### config.mk
export PLATFORM = sky130hd
export DESIGN_NAME = dma_responder
export DESIGN_NICKNAME = d
export VERILOG_FILES = /design/src/rtl/dma_pkg.sv /design/src/rtl/dma_fifo.sv /design/src/rtl/dma_responder.sv
export SDC_FILE = /design/constraint.sdc
export NUM_CORES = 1
export LEC_CHECK = 0
export ABC_AREA = 1
export BUFFER_PORTS_ARGS = -buffer_cell sky130_fd_sc_hd__buf_2
export CORE_MARGIN = 5
export CORE_UTILIZATION = 50
export DETAILED_ROUTE_END_ITERATION = 12
export PLACE_DENSITY = 0.69
export SLEW_MARGIN = 20
export SYNTH_ARGS = -nofsm -noshare
export SYNTH_HDL_FRONTEND = slang
export SYNTH_SLANG_ARGS = --single-unit
### constraint.sdc
create_clock -name clk -period 12.2 [get_ports clk]
set_input_delay 0 -clock clk [delete_from_list [all_inputs] [get_ports clk]]
set_output_delay 0 -clock clk [all_outputs]
set_load 0.05 [all_outputs]
### src/rtl/dma_pkg.sv
// Shared types and constants for the DMA responder and its beat FIFO.
package dma_pkg;

    typedef enum logic [1:0] {
        IDLE    = 2'd0,
        COLLECT = 2'd1,
        DRAIN   = 2'd2,
        IRQ     = 2'd3
    } state_t;

    localparam logic [1:0] IRQ_NONE = 2'b00;
    localparam logic [1:0] IRQ_DONE = 2'b01;
    localparam logic [1:0] IRQ_ERR  = 2'b10;

    localparam logic [31:0] CMD_ADDR_DEFAULT = 32'hFFFF_0000;

    typedef struct packed {
        logic [31:0] addr;
        logic [31:0] data;
    } beat_t;

endpackage

### src/rtl/dma_fifo.sv
// First-word-fall-through beat FIFO with synchronous flush; head is read
// straight from registered storage at the read pointer.
module dma_fifo
    import dma_pkg::*;
#(
    parameter int DEPTH = 4
) (
    input  logic  clk,
    input  logic  rst_n,
    input  logic  push,
    input  logic  pop,
    input  logic  flush,
    input  beat_t din,
    output logic  full,
    output logic  empty,
    output beat_t head
);

    localparam int AW = (DEPTH > 1) ? $clog2(DEPTH) : 1;
    localparam logic [AW:0] FULL_CNT = (AW + 1)'(DEPTH);

    beat_t         mem [DEPTH];
    logic [AW-1:0] wr_ptr;
    logic [AW-1:0] rd_ptr;
    logic [AW:0]   count;
    logic          do_push;
    logic          do_pop;

    assign full    = (count == FULL_CNT);
    assign empty   = (count == '0);
    assign do_push = push && !full;
    assign do_pop  = pop && !empty;
    assign head    = mem[rd_ptr];

    // Pointers wrap naturally because DEPTH is a power of two.
    always_ff @(posedge clk or negedge rst_n) begin
        if (!rst_n) begin
            wr_ptr <= '0;
            rd_ptr <= '0;
            count  <= '0;
        end else if (flush) begin
            wr_ptr <= '0;
            rd_ptr <= '0;
            count  <= '0;
        end else begin
            if (do_push) wr_ptr <= wr_ptr + 1'b1;
            if (do_pop)  rd_ptr <= rd_ptr + 1'b1;
            if (do_push && !do_pop)      count <= count + 1'b1;
            else if (do_pop && !do_push) count <= count - 1'b1;
        end
    end

    always_ff @(posedge clk) begin
        if (do_push && !flush) mem[wr_ptr] <= din;
    end

endmodule

### src/rtl/dma_responder.sv
// Target-side DMA engine: takes a command beat plus a burst of address/data
// beats from the CPU, buffers them, drains them to a device valid/ready port.
module dma_responder
    import dma_pkg::*;
#(
    parameter int          DEPTH    = 4,
    parameter logic [31:0] CMD_ADDR = CMD_ADDR_DEFAULT
) (
    input  logic        clk,
    input  logic        rst_n,
    input  logic        en,
    input  logic [31:0] memAddr,
    input  logic [31:0] memDataOut,
    input  logic        ack,
    output logic        nextTransaction,
    output logic [1:0]  Interrupt,
    output logic        dev_valid,
    output logic [31:0] dev_addr,
    output logic [31:0] dev_data,
    input  logic        dev_ready
);

    state_t      state;
    logic [15:0] remaining;
    logic [15:0] cmd_len;
    logic        accept;
    logic        is_cmd;
    logic        err;
    logic        push;
    logic        pop;
    logic        full;
    logic        empty;
    beat_t       head;
    beat_t       din;

    assign cmd_len = memDataOut[15:0];
    assign din     = '{addr: memAddr, data: memDataOut};

    always_comb begin
        nextTransaction = (state == IDLE) || ((state == COLLECT) && !full);
        accept          = en && nextTransaction;
        is_cmd          = (memAddr == CMD_ADDR);
        err             = 1'b0;
        // en during IRQ is deliberately harmless; everywhere else a refused beat is an error.
        if (state != IRQ) begin
            if (en && !nextTransaction) begin
                err = 1'b1;
            end else if (accept) begin
                case (state)
                    IDLE:    err = !is_cmd || (cmd_len == 16'd0);
                    COLLECT: err = is_cmd;
                    default: err = 1'b0;
                endcase
            end
        end
        push = accept && (state == COLLECT) && !is_cmd;
    end

    assign pop       = dev_valid && dev_ready;
    assign dev_valid = !empty;
    assign dev_addr  = dev_valid ? head.addr : 32'd0;
    assign dev_data  = dev_valid ? head.data : 32'd0;

    dma_fifo #(
        .DEPTH (DEPTH)
    ) u_fifo (
        .clk   (clk),
        .rst_n (rst_n),
        .push  (push),
        .pop   (pop),
        .flush (err),
        .din   (din),
        .full  (full),
        .empty (empty),
        .head  (head)
    );

    always_ff @(posedge clk or negedge rst_n) begin
        if (!rst_n) begin
            state     <= IDLE;
            remaining <= '0;
            Interrupt <= IRQ_NONE;
        end else if (err) begin
            state     <= IRQ;
            remaining <= '0;
            Interrupt <= IRQ_ERR;
        end else begin
            case (state)
                IDLE: begin
                    if (accept) begin
                        remaining <= cmd_len;
                        state     <= COLLECT;
                    end
                end
                COLLECT: begin
                    if (push) begin
                        remaining <= remaining - 16'd1;
                        if (remaining == 16'd1) state <= DRAIN;
                    end
                end
                DRAIN: begin
                    // An empty FIFO means dev_valid is low, so no pop can be in flight.
                    if (empty) begin
                        Interrupt <= IRQ_DONE;
                        state     <= IRQ;
                    end
                end
                IRQ: begin
                    if (ack) begin
                        Interrupt <= IRQ_NONE;
                        state     <= IDLE;
                    end
                end
                default: state <= IDLE;
            endcase
        end
    end

endmodule

Word-level counts from Yosys, hierarchy flattened
Memories as Yosys holds them, arrays and structs flattened.
Cells that the tools add are included.
{"block": "word_totals", "reg_bits": 27, "word_cells": 84, "ramBits": 256, "in_bits": 69, "memories": 1, "output_inout_bits": 68}
{"block": "op_classes", "n_eq_ne": 12, "addsub": 5, "reduce_logical": 31, "muxes": 29}
{"name": "u_fifo.mem", "words": 4, "word_bits": 64, "read_ports": 1, "rd_ports_with_merged_regs": 0, "write_ports": 1, "line": "dma_fifo.sv:22", "rtl": "beat_t mem [DEPTH];"}
{"cell": "$mux 32", "count": 2}
{"cell": "$mux 16", "count": 3}
{"cell": "$eq 32x32->1 const B", "count": 1}
{"cell": "$pmux 16 s2", "count": 1}
{"cell": "$mux 2", "count": 12}
{"cell": "$eq 16x1->1 const B", "count": 1}
{"cell": "$logic_not 16->1", "count": 1}
{"cell": "$sub 16x1->16 const B", "count": 1}
{"cell": "$logic_and 1x1->1", "count": 11}
{"cell": "$mux 3", "count": 3}
{"cell": "$ne 3x2->1 const B", "count": 3}
{"cell": "$reduce_bool 3->1", "count": 3}
{"cell": "$pmux 2 s4", "count": 1}
{"cell": "$logic_not 1->1", "count": 7}
{"cell": "$ne 3x1->1 const B", "count": 2}
{"cell": "$reduce_and 3->1", "count": 2}
{"cell": "$mux 1", "count": 5}
{"cell": "$reduce_and 5->1", "count": 1}
{"cell": "$add 2x1->2 const B", "count": 2}
{"cell": "$eq 2x2->1 const B", "count": 2}
{"cell": "$pmux 2 s2", "count": 1}
{"cell": "$reduce_bool 2->1", "count": 2}
{"cell": "$add 3x1->3 const B", "count": 1}
{"cell": "$eq 3x3->1 const B", "count": 1}
{"cell": "7 further kinds", "count": 8}

Depth between registers and ports, before layout
Gate-level depths: netlist of run 1.
{"block": "depth", "depth_word": 13, "mapped_depth": 18, "ltp_nobuf": 17}

Modules after synthesis
Synthesis of run 1 repeated with hierarchy kept, for this count alone.
{"block": "hier_totals", "cells_unflattened": 1141, "area_unflattened_um2": 12449.4}
{"mod": "dma_fifo", "instances": 1, "seq_area_each_um2": 7862.5, "area_per_inst_um2": 9967.1, "cells_per_inst": 688}
{"mod": "dma_responder", "instances": 1, "seq_area_each_um2": 500.5, "area_per_inst_um2": 2482.4, "cells_per_inst": 453}

Worst setup path after synthesis of run 1
OpenSTA, ideal clock, no wires.
{"block": "synth_path", "path_kind": "reg2reg", "startpoint": "register state[1]", "endpoint": "memory u_fifo.mem[0][0] (netlist name) (enable)", "path_stages_with_launch": 12, "required_ps": 11714, "t_arrival_ps": 4379, "n_path_buf": 1, "setup_ps": 486, "synth_period_minus_slack_ps": 4866, "slack_ps": 7334, "cell_sequence": "dfrtp_1 -> inv_1 -> ha_1 -> buf_4 -> inv_2 -> o21ai_4 -> nand2_2 -> nor2_2 -> nand2_2 -> nor2_2 -> nand2_1 -> nor2_1"}
{"block": "synth_between", "elab_chain_cells": 11, "word_cells_on_any_way": 19, "cone_classes": "eq/ne: 2; mux: 6; reduce/logical: 11"}
{"item": "start, declared", "line": "dma_responder.sv:23", "rtl": "state_t state;"}
{"item": "start signal, assigned", "line": "dma_responder.sv:80", "rtl": "state <= IDLE;"}
{"item": "start signal, assigned", "line": "dma_responder.sv:84", "rtl": "state <= IRQ;"}
{"item": "start signal, assigned", "line": "dma_responder.sv:92", "rtl": "state <= COLLECT;"}
{"item": "$eq 2x1->1", "line": "dma_responder.sv:40", "rtl": "nextTransaction = (state == IDLE) || ((state == COLLECT) && !full);"}
{"item": "$logic_and 1x1->1", "line": "dma_responder.sv:40"}
{"item": "$logic_or 1x1->1 *", "line": "dma_responder.sv:40"}
{"item": "via nextTransaction", "line": "dma_responder.sv:15", "rtl": "output logic nextTransaction,"}
{"item": "$logic_and 1x1->1 or $logic_not 1->1 (tied branches)", "line": "dma_responder.sv:41, dma_responder.sv:46"}
{"item": "$mux 1 or $logic_and 1x1->1 (tied branches)", "line": "dma_responder.sv:48, dma_responder.sv:46"}
{"item": "$mux 1", "line": "dma_responder.sv:46", "rtl": "if (en && !nextTransaction) begin"}
{"item": "$mux 1", "line": "dma_responder.sv:45", "rtl": "if (state != IRQ) begin"}
{"item": "$logic_not 1->1", "line": "dma_fifo.sv:54", "rtl": "if (do_push && !flush) mem[wr_ptr] <= din;"}
{"item": "$logic_and 1x1->1 *", "line": "dma_fifo.sv:54"}
{"item": "$mux 1 *", "line": "dma_fifo.sv:54"}
{"item": "$mux 1 (not written as such) *", "line": "dma_fifo.sv:54"}
{"item": "end, declared", "line": "dma_fifo.sv:22"}
The timed path passes the listed nets; every way through them passes the cells marked *.

Worst setup path in the final report of run 1
{"block": "layout_path", "startpoint": "register state[1]", "endpoint": "memory u_fifo.mem[0][19] (netlist name) (enable)"}
{"block": "layout_between", "elab_chain_cells": 11, "word_cells_on_any_way": 19, "cone_classes": "eq/ne: 2; mux: 6; reduce/logical: 11"}
{"item": "$eq 2x1->1", "line": "dma_responder.sv:40, dma_responder.sv:49, dma_responder.sv:56"}
{"item": "$logic_and 1x1->1", "line": "dma_responder.sv:40"}
{"item": "$logic_or 1x1->1", "line": "dma_responder.sv:40"}
{"item": "$logic_and 1x1->1 or $logic_not 1->1 (tied branches)", "line": "dma_responder.sv:41, dma_responder.sv:46"}
{"item": "$mux 1 or $logic_and 1x1->1 (tied branches)", "line": "dma_responder.sv:48, dma_responder.sv:46"}
{"item": "$mux 1", "line": "dma_responder.sv:46"}
{"item": "$mux 1", "line": "dma_responder.sv:45"}
{"item": "$logic_not 1->1", "line": "dma_fifo.sv:54"}
{"item": "$logic_and 1x1->1 *", "line": "dma_fifo.sv:54"}
{"item": "$mux 1 *", "line": "dma_fifo.sv:54"}
{"item": "$mux 1 (not written as such) *", "line": "dma_fifo.sv:54"}
Every way passes the cells marked *; elsewhere a longest branch is shown, timed or not.

==> results of run 1 <==
[layer usage]
metal | vias to the layer above | wire (um) | GRT usage
met5 | - | 13 | 0
met4 | 2 | 315 | 0.0382
met3 | 22 | 1670 | 0.0300
met2 | 249 | 13300 | 0.332
met1 | 4083 | 11900 | 0.272
li1 | 4177 | - | -
[synth_stat cells, drive strengths merged]
cell type	n
a21oi	75
a31oi	3
and2	1
buf	16
clkbuf	41
dfrtp	27
edfxtp	256
fa	1
ha	11
inv	59
nand2	105
nand3	21
nand3b	3
nand4	2
nor2	319
nor3	4
nor3b	1
o21ai	159
o21bai	1
o22ai	2
or2	1
xnor2	2
xor2	2
[worst min path at each step]
stage | depth (start not counted) | startpoint | endpoint | slack (ns)
final | 2 | rst_n | remaining[12] | 0.03
after global routing | 2 | rst_n | remaining[12] | 0.08
after CTS | 2 | rst_n | Interrupt[1] | 0.03
after detailed placement | 1 | rst_n | remaining[6] | 0.05
after global placement | 1 | rst_n | remaining[8] | 0.05
after floorplan | 0 | rst_n | Interrupt[0] | -0.30
[final cells by class]
cell class                 instances  area (um2)  area share
clock inverter                    23         134     0.00919
multi-input combinational        713        3280       0.225
timing repair buffer             213        1430      0.0981
inverter                          59         225      0.0155
tap                              319         399      0.0274
clock buffer                      31         733      0.0503
sequential                       283        8370       0.574
[worst max-delay path: stages (launching register included)]
cell	delay, ns
dfrtp_1	0.41
inv_1	0.11
ha_1	0.60
inv_2	0.32
o21ai_4	0.25
nand2_1	0.07
inv_1	0.05
nand2_1	0.08
nand3_2	0.38
nand2_1	0.37
nor2_4	0.77
buf_4	0.61
[per-stage QoR]
step	worst slack (ns)	util	cells
after floorplan	7.33	-	1112
after global routing	7.44	0.617	1641
after CTS	7.78	0.617	1641
final	7.78	0.617	1641
after global placement	7.88	0.552	1519
after detailed placement	7.78	0.552	1519
[report_power, final]
| group | total [mW] | leakage, nW | switching [mW] | internal, mW |
|---|---|---|---|---|
| registers | 1.20 | 2.65 | 0.0706 | 1.13 |
| clock network | 0.791 | 0.426 | 0.353 | 0.438 |
| logic | 1.72 | 2.48 | 1.31 | 0.414 |
| total | 3.71 | 5.55 | 1.73 | 1.98 |
[flip-flops by register name, indices dropped and copies added, names as in the netlist]
signal and cells:
remaining 16, state 2, u_fifo.wr_ptr 2, u_fifo.mem 256
Interrupt 2, u_fifo.rd_ptr 2, u_fifo.count 3
[kinds of logic after synthesis]
logic type | synth area share
fa+ha+maj | 0.0130
buf+inv | 0.0391
compound gates | 0.102
flops | 0.692
xor+xnor | 0.00290
simple gates | 0.151
[timing repair]
action	CTS	global route
endpoints found under the hold margin	302	0
hold buffers	68	0
endpoints found under the setup margin	0	0
==> out/results.ini, run 1 <==
[setup_path]
rr_startpoint = state[1]
path_class = flip-flop to flip-flop
rr_worst_depth = 11
crit_required_ns = 12.36
r2r_end = u_fifo.mem[0][19]
cp-start-kind = flip-flop
path_max_fanout = 37
cp-end-kind = flip-flop
r2r_setup_slack_ns = 7.78
crit_arrival_ns = 4.58
startpoint = state[1]
cp-endpoint = u_fifo.mem[0][19]

[synthesis]
synthCells = 1112
yosysUniqueCellTypes = 37
ys_warn_count = 0
ys_seq_area_frac = 0.692
synth_top_area_share = 0.636
syn_area_mm2 = 0.0121
synth_area_leader_cell = edfxtp_1
syn_area_per_cell_um2 = 10.9
synth_fp_nets = 1193
synth_seq_cells = 283
synth.area.top_cells = edfxtp_1 64%, nor2_1 9.8%, o21ai_0 6.1%, dfrtp_1 5.6%, a21oi_1 3.1%

[sta]
period_needed_ns = 4.42
hold_ws_ns = 0.0270
max_freq_mhz = 226
tightest_slew_ns = 0.921
setup_violations = 0
maxSlewViolCount = 0
rsz0062_at_grt = no
skew_ns = 0.00832
timing.final.crit_share = 0.362
hold_violations = 0
slew_headroom = 0.386
fin_tns_setup_ns = 0

[flow_run]
maxCapViolations = 0

[worst_hold_path]
hold_path_class = primary input to async pin

[final_layout]
final_nets = 1380
mostFrequentLayoutCells = 313 x nor2_1, 256 x edfxtp_1, 148 x o21ai_0
synthToLayoutAreaGrowth_pct = 20.6
fill_cells = 1858
drive_gt1_frac = 0.166
stdcell_area_mm2 = 0.0146
diodes = 0
final_common_cell = nor2_1

[floorplan]
fp.dieH_um = 165
die_width_um = 165
core_mm2 = 0.0236
io-pin-count = 137
start_util = 0.512
dieArea_mm2 = 0.0274
rows = 56

[detailed_routing]
antenna_left = 0
vias_per_cell = 5.20
routed_wl_um = 27200
drc = 0
drtPass1Iterations = 5
num_vias = 8533
wl_per_cell_um = 16.6
drt_iter0_drc = 602

[clocking]
clock_latency_ns = 0.53
cts.sinks = 283
cts_buffers = 29
htreeDepth = 1
post_cts_buffers = 0
cts.clk_slew.worst_paths_ns = 0.06
cts_tree = built
clock-root-buffer = clkbuf_16
cts_resized = 0
cts_buffer_depth = 3

[power_and_ir_drop]
power_mw = 3.71
powerDensity_mw_per_mm2 = 255
leakage_nw = 5.55
vdd.ir_drop.worst_mv = 0.216

[global_routing]
grt_pass1_vias = 8151
grt.overflow.total = 0
grt_pass1_wl_um = 42400
antenna_found_initial = 1
grt_max_degree = 97
grt_usage = 0.195

[placement]
io_buffers = 136
place.gp.congestion = 0.804
dp_hpwl_um = 15800
dpl_cell_area_mm2 = 0.0130

[status]
run_status = complete, no violations

No activity file was read; power rests on OpenSTA's default activity.
==> run 2: changes to the inputs <==
PLACE_DENSITY = 0.72   (was 0.69)
clock period = 3.9 ns   (was 12.2 ns; I/O delays follow)
==> run 2 against run 1 <==
Worst setup slack worse by 6.7 ns. Final cell count up 0.12%. First-iteration DRC count up 16%. Via count up 0.97%. Non-clock buffer count up 5. Critical endpoint is now u_fifo.mem[0][58].
==> out/results.ini, run 2 (synthesized netlist as in run 1, its figures left out) <==
[final_layout]
final_util = 0.624
mostFrequentLayoutCells = 313 x nor2_1, 256 x edfxtp_1, 148 x o21ai_0
largest_register_ffs = 256
regMostFlops = u_fifo.mem
synthToLayoutAreaGrowth_pct = 21.8
final_common_cell = nor2_1
reg_top3 = u_fifo.mem: 256 flops, remaining: 16 flops, u_fifo.count: 3 flops
final_nets = 1384
drive_gt1_frac = 0.165
fill_cells = 1811
finalNonFillerCells = 1643

[clocking]
cts_buffers = 28
hold_buffers = 68
cts_resized = 0
post_cts_buffers = 0
clock_latency_ns = 0.53
htreeDepth = 1
cts.clk_slew.worst_paths_ns = 0.06
cts_buffer_depth = 3
cts.sinks = 283
clock-root-buffer = clkbuf_16
cts_tree = built

[global_routing]
grt_pass1_wl_um = 42900
antenna_found_initial = 2
grt.overflow.total = 0
grt_usage = 0.197
grt_pass1_vias = 8383
grt_max_degree = 130

[floorplan]
start_util = 0.512
die_width_um = 165
dieArea_mm2 = 0.0274
io-pin-count = 137
fp.dieH_um = 165
core_mm2 = 0.0236
rows = 56

[setup_path]
path_max_fanout = 35
r2r_setup_slack_ns = 1.09
cp-start-kind = flip-flop
crit_arrival_ns = 3.02
path_class = flip-flop to flip-flop
crit_required_ns = 4.11
cp-end-kind = flip-flop

[detailed_routing]
drc = 0
vias_per_cell = 5.24
drtPass1Iterations = 6
antenna_left = 0
routed_wl_um = 27400
drt_iter0_drc = 696
num_vias = 8616
wl_per_cell_um = 16.7

[placement]
dp.cells = 1524
io_buffers = 136
dp_hpwl_um = 16000
dp_slack_ns = 1.09
place.gp.congestion = 0.805

[worst_hold_path]
hold_path_class = primary input to async pin

[power_and_ir_drop]
leakage_nw = 5.61
vdd.ir_drop.worst_mv = 0.828
powerDensity_mw_per_mm2 = 803
power_mw = 11.8

[sta]
timing.final.crit_share = 0.721
slew_headroom = 0.345
tightest_slew_ns = 0.981
max_freq_mhz = 356
fin_ws_ns = 1.09
maxSlewViolCount = 0
period_needed_ns = 2.81
setup_violations = 0
hold_ws_ns = 0.0268
skew_ns = 0.0155
hold_violations = 0
rsz0062_at_grt = no

[status]
run_status = complete, no violations

[flow_run]
maxCapViolations = 0

[run 2: path summary, 6_finish.rpt]
path	depth (start not counted)	start	endpoint
max in group asynchronous	2	rst_n	u_fifo.rd_ptr[0]
max reg2reg	11	state[1]	u_fifo.mem[0][58]
max	11	state[1]	u_fifo.mem[0][58]
min in group clk	2	memDataOut[31]	u_fifo.mem[1][31]
min	2	rst_n	u_fifo.rd_ptr[0]
min reg2reg	2	Interrupt[0]	Interrupt[0]
[run 2: per-stage QoR]
stage          TNS, ns  area (um2)
6_report             0       14700
5_1_grt              0       14700
4_1_cts              0       14700
3_5_place_dp         0       13100
3_3_place_gp         0       13100
2_1_floorplan  -247.23       12100
[run 2: area by class of cell]
type | instances | area [um2] | area share
repair buffers | 218 | 1550 | 0.106
inverters | 59 | 225 | 0.0153
diodes | 1 | 2.50 | 0.000170
well taps | 319 | 399 | 0.0271
multi-input cells | 713 | 3280 | 0.223
clock buffers | 33 | 719 | 0.0489
flip-flops and latches | 283 | 8370 | 0.568
clock inverters | 17 | 171 | 0.0116
[run 2: worst max-delay path: stages (launching register included)]
cell,delay [ns]
dfrtp_1,0.41
inv_1,0.11
ha_1,0.18
inv_2,0.16
o21ai_4,0.21
nand2_2,0.07
nor2_2,0.11
nand2_2,0.09
nor2_2,0.13
nand2_1,0.26
nor2_4,0.45
buf_12,0.29
[run 2: metal layers]
metal,vias to the layer above,part of all wire,GRT usage
met4,2,0.016,0.0424
met2,286,0.49,0.337
met3,39,0.073,0.0323
met5,-,0.00048,0
met1,4105,0.42,0.270
li1,4184,-,-
[run 2: power breakdown]
part / internal, mW / switching [mW] / leakage (nW) / total, mW
logic: 1.34 / 4.21 / 2.53 / 5.56
registers: 3.53 / 0.141 / 2.65 / 3.67
clock network: 1.51 / 1.08 / 0.436 / 2.59
total: 6.39 / 5.43 / 5.61 / 11.8
